===== src/rtl/alu_pkg.sv =====
// ============================================================================
// Module   : alu_pkg
// Purpose  : Shared ALU control codes, funct codes, ALUOp classes and the
//            mul/div engine state type for the MIPS-32 ALU control block.
// Revision : 1.0 - initial release
// ============================================================================
`default_nettype none

package alu_pkg;

  localparam logic [3:0] ALU_AND  = 4'b0000;
  localparam logic [3:0] ALU_OR   = 4'b0001;
  localparam logic [3:0] ALU_ADD  = 4'b0010;
  localparam logic [3:0] ALU_XOR  = 4'b0011;
  localparam logic [3:0] ALU_SUB  = 4'b0110;
  localparam logic [3:0] ALU_SLT  = 4'b0111;
  localparam logic [3:0] ALU_SLTU = 4'b1000;
  localparam logic [3:0] ALU_NOR  = 4'b1100;

  localparam logic [5:0] FUNCT_ADD   = 6'b100000;
  localparam logic [5:0] FUNCT_ADDU  = 6'b100001;
  localparam logic [5:0] FUNCT_SUB   = 6'b100010;
  localparam logic [5:0] FUNCT_SUBU  = 6'b100011;
  localparam logic [5:0] FUNCT_AND   = 6'b100100;
  localparam logic [5:0] FUNCT_OR    = 6'b100101;
  localparam logic [5:0] FUNCT_XOR   = 6'b100110;
  localparam logic [5:0] FUNCT_NOR   = 6'b100111;
  localparam logic [5:0] FUNCT_SLT   = 6'b101010;
  localparam logic [5:0] FUNCT_SLTU  = 6'b101011;
  localparam logic [5:0] FUNCT_MFHI  = 6'b010000;
  localparam logic [5:0] FUNCT_MTHI  = 6'b010001;
  localparam logic [5:0] FUNCT_MFLO  = 6'b010010;
  localparam logic [5:0] FUNCT_MTLO  = 6'b010011;
  localparam logic [5:0] FUNCT_MULT  = 6'b011000;
  localparam logic [5:0] FUNCT_MULTU = 6'b011001;
  localparam logic [5:0] FUNCT_DIV   = 6'b011010;
  localparam logic [5:0] FUNCT_DIVU  = 6'b011011;

  localparam logic [1:0] ALUOP_ADD   = 2'b00;
  localparam logic [1:0] ALUOP_SUB   = 2'b01;
  localparam logic [1:0] ALUOP_RTYPE = 2'b10;
  localparam logic [1:0] ALUOP_OR    = 2'b11;

  typedef enum logic [1:0] {
    IDLE  = 2'd0,
    ITER  = 2'd1,
    FIXUP = 2'd2
  } md_state_t;

endpackage

`default_nettype wire


===== src/rtl/alu_ctrl_decode.sv =====
// ============================================================================
// Module   : alu_ctrl_decode
// Purpose  : Combinational ALUOp/Funct decode into the 4-bit ALU control code
//            plus HI/LO-class instruction flags for the mul/div engine.
// Revision : 1.0 - initial release
// ============================================================================
`default_nettype none

module alu_ctrl_decode
  import alu_pkg::*;
(
  input  logic [1:0] ALUOp,
  input  logic [5:0] Funct,
  output logic [3:0] ALUControl,
  output logic       illegal_funct,
  output logic       md_class,
  output logic       md_start,
  output logic       md_is_mul,
  output logic       md_signed,
  output logic       op_mfhi,
  output logic       op_mflo,
  output logic       op_mthi,
  output logic       op_mtlo
);

  always_comb begin
    ALUControl    = ALU_ADD;
    illegal_funct = 1'b0;
    md_class      = 1'b0;
    md_start      = 1'b0;
    md_is_mul     = 1'b0;
    md_signed     = 1'b0;
    op_mfhi       = 1'b0;
    op_mflo       = 1'b0;
    op_mthi       = 1'b0;
    op_mtlo       = 1'b0;
    case (ALUOp)
      ALUOP_ADD: ALUControl = ALU_ADD;
      ALUOP_SUB: ALUControl = ALU_SUB;
      ALUOP_OR:  ALUControl = ALU_OR;
      default: begin
        case (Funct)
          FUNCT_ADD, FUNCT_ADDU: ALUControl = ALU_ADD;
          FUNCT_SUB, FUNCT_SUBU: ALUControl = ALU_SUB;
          FUNCT_AND:             ALUControl = ALU_AND;
          FUNCT_OR:              ALUControl = ALU_OR;
          FUNCT_XOR:             ALUControl = ALU_XOR;
          FUNCT_NOR:             ALUControl = ALU_NOR;
          FUNCT_SLT:             ALUControl = ALU_SLT;
          FUNCT_SLTU:            ALUControl = ALU_SLTU;
          FUNCT_MULT, FUNCT_MULTU, FUNCT_DIV, FUNCT_DIVU: begin
            md_class  = 1'b1;
            md_start  = 1'b1;
            md_is_mul = (Funct == FUNCT_MULT) || (Funct == FUNCT_MULTU);
            md_signed = (Funct == FUNCT_MULT) || (Funct == FUNCT_DIV);
          end
          FUNCT_MFHI: begin md_class = 1'b1; op_mfhi = 1'b1; end
          FUNCT_MFLO: begin md_class = 1'b1; op_mflo = 1'b1; end
          FUNCT_MTHI: begin md_class = 1'b1; op_mthi = 1'b1; end
          FUNCT_MTLO: begin md_class = 1'b1; op_mtlo = 1'b1; end
          default:    illegal_funct = 1'b1;
        endcase
      end
    endcase
  end

endmodule

`default_nettype wire


===== src/rtl/alu_decoder_muldiv.sv =====
// ============================================================================
// Module   : alu_decoder_muldiv
// Purpose  : MIPS-32 ALU control decode with an iterative radix-2 mul/div
//            engine, HI/LO registers and HI/LO hazard stall.
//            Optional: MULDIV_EARLY_TERM_EN ends a multiply once the
//            remaining multiplier bits are zero.
// Revision : 1.0 - initial release
// ============================================================================
`default_nettype none

module alu_decoder_muldiv
  import alu_pkg::*;
#(
  parameter int WIDTH = 32,
  parameter int CNT_W = $clog2(WIDTH) + 1
) (
  input  logic             clk,
  input  logic             rst,
  input  logic             instr_valid,
  input  logic [1:0]       ALUOp,
  input  logic [5:0]       Funct,
  input  logic [WIDTH-1:0] src_a,
  input  logic [WIDTH-1:0] src_b,
  output logic [3:0]       ALUControl,
  output logic             illegal_funct,
  output logic             hilo_rd,
  output logic [WIDTH-1:0] hilo_rdata,
  output logic             stall,
  output logic             busy,
  output logic             done
);

  localparam logic [CNT_W-1:0] C_LAST = CNT_W'(WIDTH - 1);

  logic w_md_class, w_md_start, w_md_mul, w_md_signed;
  logic w_mfhi, w_mflo, w_mthi, w_mtlo;

  alu_ctrl_decode u_decode (
    .ALUOp         (ALUOp),
    .Funct         (Funct),
    .ALUControl    (ALUControl),
    .illegal_funct (illegal_funct),
    .md_class      (w_md_class),
    .md_start      (w_md_start),
    .md_is_mul     (w_md_mul),
    .md_signed     (w_md_signed),
    .op_mfhi       (w_mfhi),
    .op_mflo       (w_mflo),
    .op_mthi       (w_mthi),
    .op_mtlo       (w_mtlo)
  );

  md_state_t          r_state, w_next;
  logic [CNT_W-1:0]   r_count;
  logic [2*WIDTH-1:0] r_acc;    // product, or {remainder, quotient} when dividing
  logic [2*WIDTH-1:0] r_mcand;
  logic [WIDTH-1:0]   r_opb;    // shifting multiplier, or static divisor
  logic [WIDTH-1:0]   r_hi, r_lo;
  logic               r_is_mul, r_sign_a, r_sign_b, r_bzero, r_busy, r_done;

  logic               w_idle, w_accept, w_wr_hi, w_wr_lo;
  logic               w_neg_a, w_neg_b;
  logic [WIDTH-1:0]   w_mag_a, w_mag_b;
  logic [2*WIDTH-1:0] w_prod_next, w_prod_fix;
  logic [WIDTH:0]     w_shift, w_diff;
  logic [WIDTH-1:0]   w_quo, w_rem, w_quo_fix, w_rem_fix;

  assign w_idle   = (r_state == IDLE);
  assign w_accept = instr_valid & w_md_start & w_idle;
  assign w_wr_hi  = instr_valid & w_mthi & w_idle;
  assign w_wr_lo  = instr_valid & w_mtlo & w_idle;

  assign stall      = instr_valid & w_md_class & (r_busy | ~w_idle);
  assign hilo_rd    = instr_valid & (w_mfhi | w_mflo);
  assign hilo_rdata = w_mfhi ? r_hi : r_lo;
  assign busy       = r_busy;
  assign done       = r_done;

  assign w_neg_a = w_md_signed & src_a[WIDTH-1];
  assign w_neg_b = w_md_signed & src_b[WIDTH-1];
  assign w_mag_a = w_neg_a ? -src_a : src_a;
  assign w_mag_b = w_neg_b ? -src_b : src_b;

  assign w_prod_next = r_acc + (r_opb[0] ? r_mcand : '0);
  // Remainder stays below the divisor, so one extra bit covers the shift.
  assign w_shift     = {r_acc[2*WIDTH-1:WIDTH], r_acc[WIDTH-1]};
  assign w_diff      = w_shift - {1'b0, r_opb};

  assign w_quo      = r_acc[WIDTH-1:0];
  assign w_rem      = r_acc[2*WIDTH-1:WIDTH];
  assign w_prod_fix = (r_sign_a ^ r_sign_b) ? -r_acc : r_acc;
  assign w_quo_fix  = (r_sign_a ^ r_sign_b) ? -w_quo : w_quo;
  assign w_rem_fix  = r_sign_a ? -w_rem : w_rem;

  always_ff @(posedge clk or posedge rst) begin
    if (rst) r_state <= IDLE;
    else     r_state <= w_next;
  end

  always_comb begin
    w_next = r_state;
    case (r_state)
      IDLE: if (w_accept) w_next = ITER;
      ITER: begin
        if (r_count == C_LAST) w_next = FIXUP;
`ifdef MULDIV_EARLY_TERM_EN
        else if (r_is_mul && (r_opb[WIDTH-1:1] == '0)) w_next = FIXUP;
`endif
      end
      FIXUP:   w_next = IDLE;
      default: w_next = IDLE;
    endcase
  end

  always_ff @(posedge clk or posedge rst) begin
    if (rst) begin
      r_count  <= '0;
      r_acc    <= '0;
      r_mcand  <= '0;
      r_opb    <= '0;
      r_hi     <= '0;
      r_lo     <= '0;
      r_is_mul <= 1'b0;
      r_sign_a <= 1'b0;
      r_sign_b <= 1'b0;
      r_bzero  <= 1'b0;
      r_busy   <= 1'b0;
      r_done   <= 1'b0;
    end else begin
      r_done <= 1'b0;
      case (r_state)
        IDLE: begin
          if (w_accept) begin
            r_is_mul <= w_md_mul;
            r_sign_a <= w_neg_a;
            r_sign_b <= w_neg_b;
            r_bzero  <= (src_b == '0);
            r_acc    <= w_md_mul ? '0 : {{WIDTH{1'b0}}, w_mag_a};
            r_mcand  <= {{WIDTH{1'b0}}, w_mag_a};
            r_opb    <= w_mag_b;
            r_count  <= '0;
            r_busy   <= 1'b1;
          end
          if (w_wr_hi) r_hi <= src_a;
          if (w_wr_lo) r_lo <= src_a;
        end
        ITER: begin
          r_count <= r_count + CNT_W'(1);
          if (r_is_mul) begin
            r_acc   <= w_prod_next;
            r_mcand <= r_mcand << 1;
            r_opb   <= r_opb >> 1;
          end else if (!w_diff[WIDTH]) begin
            r_acc <= {w_diff[WIDTH-1:0], r_acc[WIDTH-2:0], 1'b1};
          end else begin
            r_acc <= {w_shift[WIDTH-1:0], r_acc[WIDTH-2:0], 1'b0};
          end
        end
        FIXUP: begin
          if (r_is_mul) begin
            {r_hi, r_lo} <= w_prod_fix;
          end else begin
            r_lo <= r_bzero ? '1 : w_quo_fix;
            r_hi <= w_rem_fix;
          end
          r_busy <= 1'b0;
          r_done <= 1'b1;
        end
        default: ;
      endcase
    end
  end

endmodule

`default_nettype wire


===== config.mk =====
export PLATFORM = sky130hd
export DESIGN_NAME = alu_decoder_muldiv
export DESIGN_NICKNAME = d
export VERILOG_FILES = /design/src/rtl/alu_pkg.sv /design/src/rtl/alu_ctrl_decode.sv /design/src/rtl/alu_decoder_muldiv.sv
export SDC_FILE = /design/constraint.sdc
export NUM_CORES = 1
export LEC_CHECK = 0
export BUFFER_PORTS_ARGS = -buffer_cell sky130_fd_sc_hd__buf_2
export CAP_MARGIN = 20
export CORE_MARGIN = 2
export CORE_UTILIZATION = 60
export CTS_BUF_LIST = sky130_fd_sc_hd__clkbuf_8
export CTS_CLUSTER_SIZE = 8
export DETAILED_ROUTE_END_ITERATION = 10
export MAX_ROUTING_LAYER = met4
export PLACE_DENSITY = 0.79
export SLEW_MARGIN = 20
export SYNTH_ARGS = -nofsm -noshare
export SYNTH_HDL_FRONTEND = slang
export SYNTH_SLANG_ARGS = --single-unit

===== constraint.sdc =====
create_clock -name clk -period 18.6 [get_ports clk]
set_clock_uncertainty 0.05 [all_clocks]
set_input_delay 1.86 -clock clk [delete_from_list [all_inputs] [get_ports clk]]
set_output_delay 1.86 -clock clk [all_outputs]
set_load 0.02 [all_outputs]

==> results.txt <==
The flow ran to the end, and the final reports show no timing, DRC or antenna violations. Summed over all cells, the static leakage comes to 9.62 nW. The switching portion of total power works out to 48.1%. The number of buffers added for setup after CTS came out at 0. Detailed placement finished with a half-perimeter wire length of 49.6 mm.

Dividing the detail-routed via count by the number of cells gives 6.63. The die is 188 um tall. The worst setup path is launched from a primary input. Most instantiated flip-flop cell in the synthesis netlist: sky130_fd_sc_hd__dfrtp_1. Yosys printed 0 warnings. The tools report the wire length of the first global-routing pass as 107 mm. At the pin with the least slew margin, the transition time is 1080 ps. The setup TNS was 0 ps. The number of rows created at floorplan came out at 67. The number of DRC markers after the initial detailed-route iteration was 2208; the fill cell total of the finished layout was 2918. The worst slack at placement is 12960 ps.

The run gives 0 as the number of endpoints with negative hold slack in the final report. Number of DRC violations after detailed routing: 0. Compared with the post-synthesis result, the final layout area differs by 8.85%.

Share of power burned in the clock network: 17.0%. For this run the aggregate overflow at the end of global routing stands at 0. The die is 188 um wide.

For the maximum frequency from static timing analysis, the log shows 0.176 GHz. For the clock tree buffer depth, the log shows 3. After synthesis, the cell types taking the most area are sky130_fd_sc_hd__dfrtp_1, sky130_fd_sc_hd__nand2_1, sky130_fd_sc_hd__o21ai_0.

Combinational logic is responsible for 55.2% of the overall power. At the worst endpoint, the arrival time is 3760 ps. The tools report the sequential power share as 27.8%.

All-layer global routing usage: 39.4%. The post-detailed-route wirelength per cell came out at 21.9 um. The final-layout worst hold slack is 429 ps.

During placement, the flow inserted port buffers numbering 115. In the synthesized netlist, the cells that appear most often are sky130_fd_sc_hd__nand2_1, sky130_fd_sc_hd__o21ai_0, sky130_fd_sc_hd__a21oi_1. The least setup slack across all paths after layout was 12930 ps; the clock latency at the later pin of the worst-skew pair was 630 ps. The run gives 44 as the number of CTS-inserted buffers.

Most frequent cell after synthesis: sky130_fd_sc_hd__nand2_1. The average size of a mapped cell is 7.84 um2, and the share of final-layout standard cells stronger than drive strength 1 is 11.3%. The run gives 2767 as the net count after synthesis.

Root buffer cell: sky130_fd_sc_hd__clkbuf_8. The tools report the number of top-level pins as 116. For the net count reported at finish, the log shows 2801.

The worst path needs 5670 ps of the cycle, external delays included. After synthesis the netlist holds a flip-flop and latch count of 238. At the end of routability-driven placement, the weighted congestion stood at 1.03.

The top cell type by area accounts for 29.3% of the synthesized area. Type of the setup path with the least slack: primary input to output port. In the synthesized netlist, the number of instances is 2590. Setup violations remaining at the end of the flow were counted as 0.

The number of H-tree levels was 2; the area of all sequential standard cells was 5960 um2. For the max-slew headroom at the worst pin, the log shows 28.0%. The kind of end point of the critical path is an output port. The number of global-route vias before repair came out at 19383. The number of gates given a new drive strength after cts is 0, and the worst IR drop on VDD is 95.5 uV.

The area of the die is 35300 um2, and the number of nets with antenna violations after detailed routing is 0. The first TritonRoute pass finished after 6 iterations. STA puts the critical path data required time at 16690 ps.

sky130_fd_sc_hd__dfrtp_1 takes more of the synthesized area than any other cell. The post-route clock period utilization was 30.5%; the largest fanout on the critical path was 32. Cell internal power was estimated by the tool at 1.73 mW. Number of pins with negative max-slew slack in the final report: 0. Synthesis instantiated 81 different standard cells from the library. The tools report the cell area after technology mapping as 20300 um2. TritonCTS built the clock tree.

The area of the core was 33400 um2; the hold buffer count at cts was 0. For the effective utilization at floorplan, the log shows 60.7%. The tool flagged a number of max-cap violations equal to 0.

Async set or reset register ratio after synthesis: 100%. The via count is 20594, and the maximum number of pins on one net before global-route repair is 110. Setup repair after global routing left no endpoint under its margin. The share of the Yosys chip area taken by registers is 29.3%.

The number of synthesized flops with an enable pin was 0; the clock transition time at the flip-flop clock pins of the worst setup and hold paths was 60 ps. The number of antenna violations at the first check in global routing is 4. In the final layout, the multi-input gates occupy 13500 um2. The class of the tightest hold or removal check is flop to flop.

The power per unit of standard cell area was 151 nW/um2; the total wire length after detailed routing was 68.0 mm. The analysis attributes to net switching a power of 1.60 mW. The clock net in this run drives a total of 238 sinks.
-- power by group through the flow --
stage	sequential, mW	combinational [mW]	clock, mW
4_1_cts	0.912	1.81	0.568
5_1_grt	0.938	2.02	0.595
2_1_floorplan	0.806	1.42	0
3_3_place_gp	0.914	1.77	0
3_5_place_dp	0.921	1.80	0
6_report	0.928	1.84	0.565
-- metal layers --
metal	vias up	routed length [um]	track usage [%]
met4	0	4090	21.0
met5	-	0	-
met2	1085	32100	62.9
li1	9406	-	-
met3	273	5500	7.17
met1	9830	26400	47.4
-- critical path: stages --
cell                       delay, ps
sky130_fd_sc_hd__buf_2           110
sky130_fd_sc_hd__nor2b_1         250
sky130_fd_sc_hd__nand2b_1        130
sky130_fd_sc_hd__or3_1           350
sky130_fd_sc_hd__nor3_2          110
sky130_fd_sc_hd__buf_4           380
sky130_fd_sc_hd__mux2_2          390
sky130_fd_sc_hd__buf_2           160
-- placed cells by master (no fill, tap or decap), types with 7 or more instances in the layout --
cell,count
sky130_fd_sc_hd__a211oi_1,30
sky130_fd_sc_hd__a21o_1,24
sky130_fd_sc_hd__a21oi_1,238
sky130_fd_sc_hd__a221o_1,9
sky130_fd_sc_hd__a221oi_1,16
sky130_fd_sc_hd__a22oi_1,12
sky130_fd_sc_hd__a31oi_1,33
sky130_fd_sc_hd__a32oi_1,32
sky130_fd_sc_hd__and2_1,72
sky130_fd_sc_hd__and3_1,12
sky130_fd_sc_hd__buf_2,115
sky130_fd_sc_hd__buf_4,25
sky130_fd_sc_hd__clkbuf_8,62
sky130_fd_sc_hd__dfrtp_1,237
sky130_fd_sc_hd__ha_1,100
sky130_fd_sc_hd__inv_1,93
sky130_fd_sc_hd__mux2_2,52
sky130_fd_sc_hd__mux2i_1,64
sky130_fd_sc_hd__nand2_1,364
sky130_fd_sc_hd__nand2b_1,15
sky130_fd_sc_hd__nand3_1,54
sky130_fd_sc_hd__nand4_1,29
sky130_fd_sc_hd__nor2_1,194
sky130_fd_sc_hd__nor2b_1,14
sky130_fd_sc_hd__nor3_1,41
sky130_fd_sc_hd__nor3b_1,7
sky130_fd_sc_hd__nor4_1,18
sky130_fd_sc_hd__o211ai_1,35
sky130_fd_sc_hd__o21a_1,20
sky130_fd_sc_hd__o21ai_0,251
sky130_fd_sc_hd__o21bai_1,18
sky130_fd_sc_hd__o31ai_1,16
sky130_fd_sc_hd__o41ai_1,14
sky130_fd_sc_hd__or2_2,7
sky130_fd_sc_hd__or3_1,20
sky130_fd_sc_hd__or4_1,8
sky130_fd_sc_hd__xnor2_1,123
sky130_fd_sc_hd__xor2_1,77
-- sequential cells by signal, summed over array words and instances, names as in the netlist --
name,flops
r_sign_b,1
r_sign_a,1
r_lo,32
r_state,2
r_count,6
r_bzero,1
r_hi,32
busy,1
done,1
r_is_mul,1
r_acc,64
r_opb,32
r_mcand,64
-- final cells by class --
type / count / area share (%)
multi-input cells: 2114 / 61.0
diodes: 4 / 0.0453
clock buffers: 62 / 3.86
repair buffers: 141 / 3.54
inverters: 85 / 1.48
flip-flops and latches: 238 / 27.0
clock inverters: 16 / 0.538
well taps: 448 / 2.54
-- per-stage QoR --
step / utilization (%) / std cells / power, mW / instance area [um2]
after floorplan: - / 2590 / 2.23 / 20300
after global placement: 63.1 / 3025 / 2.68 / 21100
after detailed placement: 63.1 / 3025 / 2.72 / 21100
after CTS: 66.0 / 3103 / 3.29 / 22100
after global routing: 66.1 / 3108 / 3.55 / 22100
final: 66.1 / 3108 / 3.33 / 22100
-- final timing paths --
kind                                           to  cells past startpoint              startpoint  slack (ps)
setup / recovery                    hilo_rdata[1]                      8                Funct[5]       12930
hold / removal             r_count[5]$_DFFE_PP0P_                      1  r_count[5]$_DFFE_PP0P_         430
setup reg to reg            r_acc[48]$_DFFE_PP0P_                     14    r_opb[0]$_DFFE_PP0P_       14090
hold reg to reg            r_count[5]$_DFFE_PP0P_                      1  r_count[5]$_DFFE_PP0P_         430
max in group asynchronous    r_is_mul$_DFFE_PP0P_                      3                     rst       15580
min in group asynchronous    r_lo[14]$_DFFE_PP0P_                      2                     rst        1340
-- cell families after synthesis --
kind of cell	Yosys count	synth area share, %
xor gates and xnor gates	202	8.75
AOI/OAI and AO/OA	809	24.5
adders and majority gates	102	6.36
muxes	116	6.04
DFF	238	29.3
and+or+nand+nor	885	20.5
buffers and inverters	238	4.56
(Power assumes the default switching activity.)
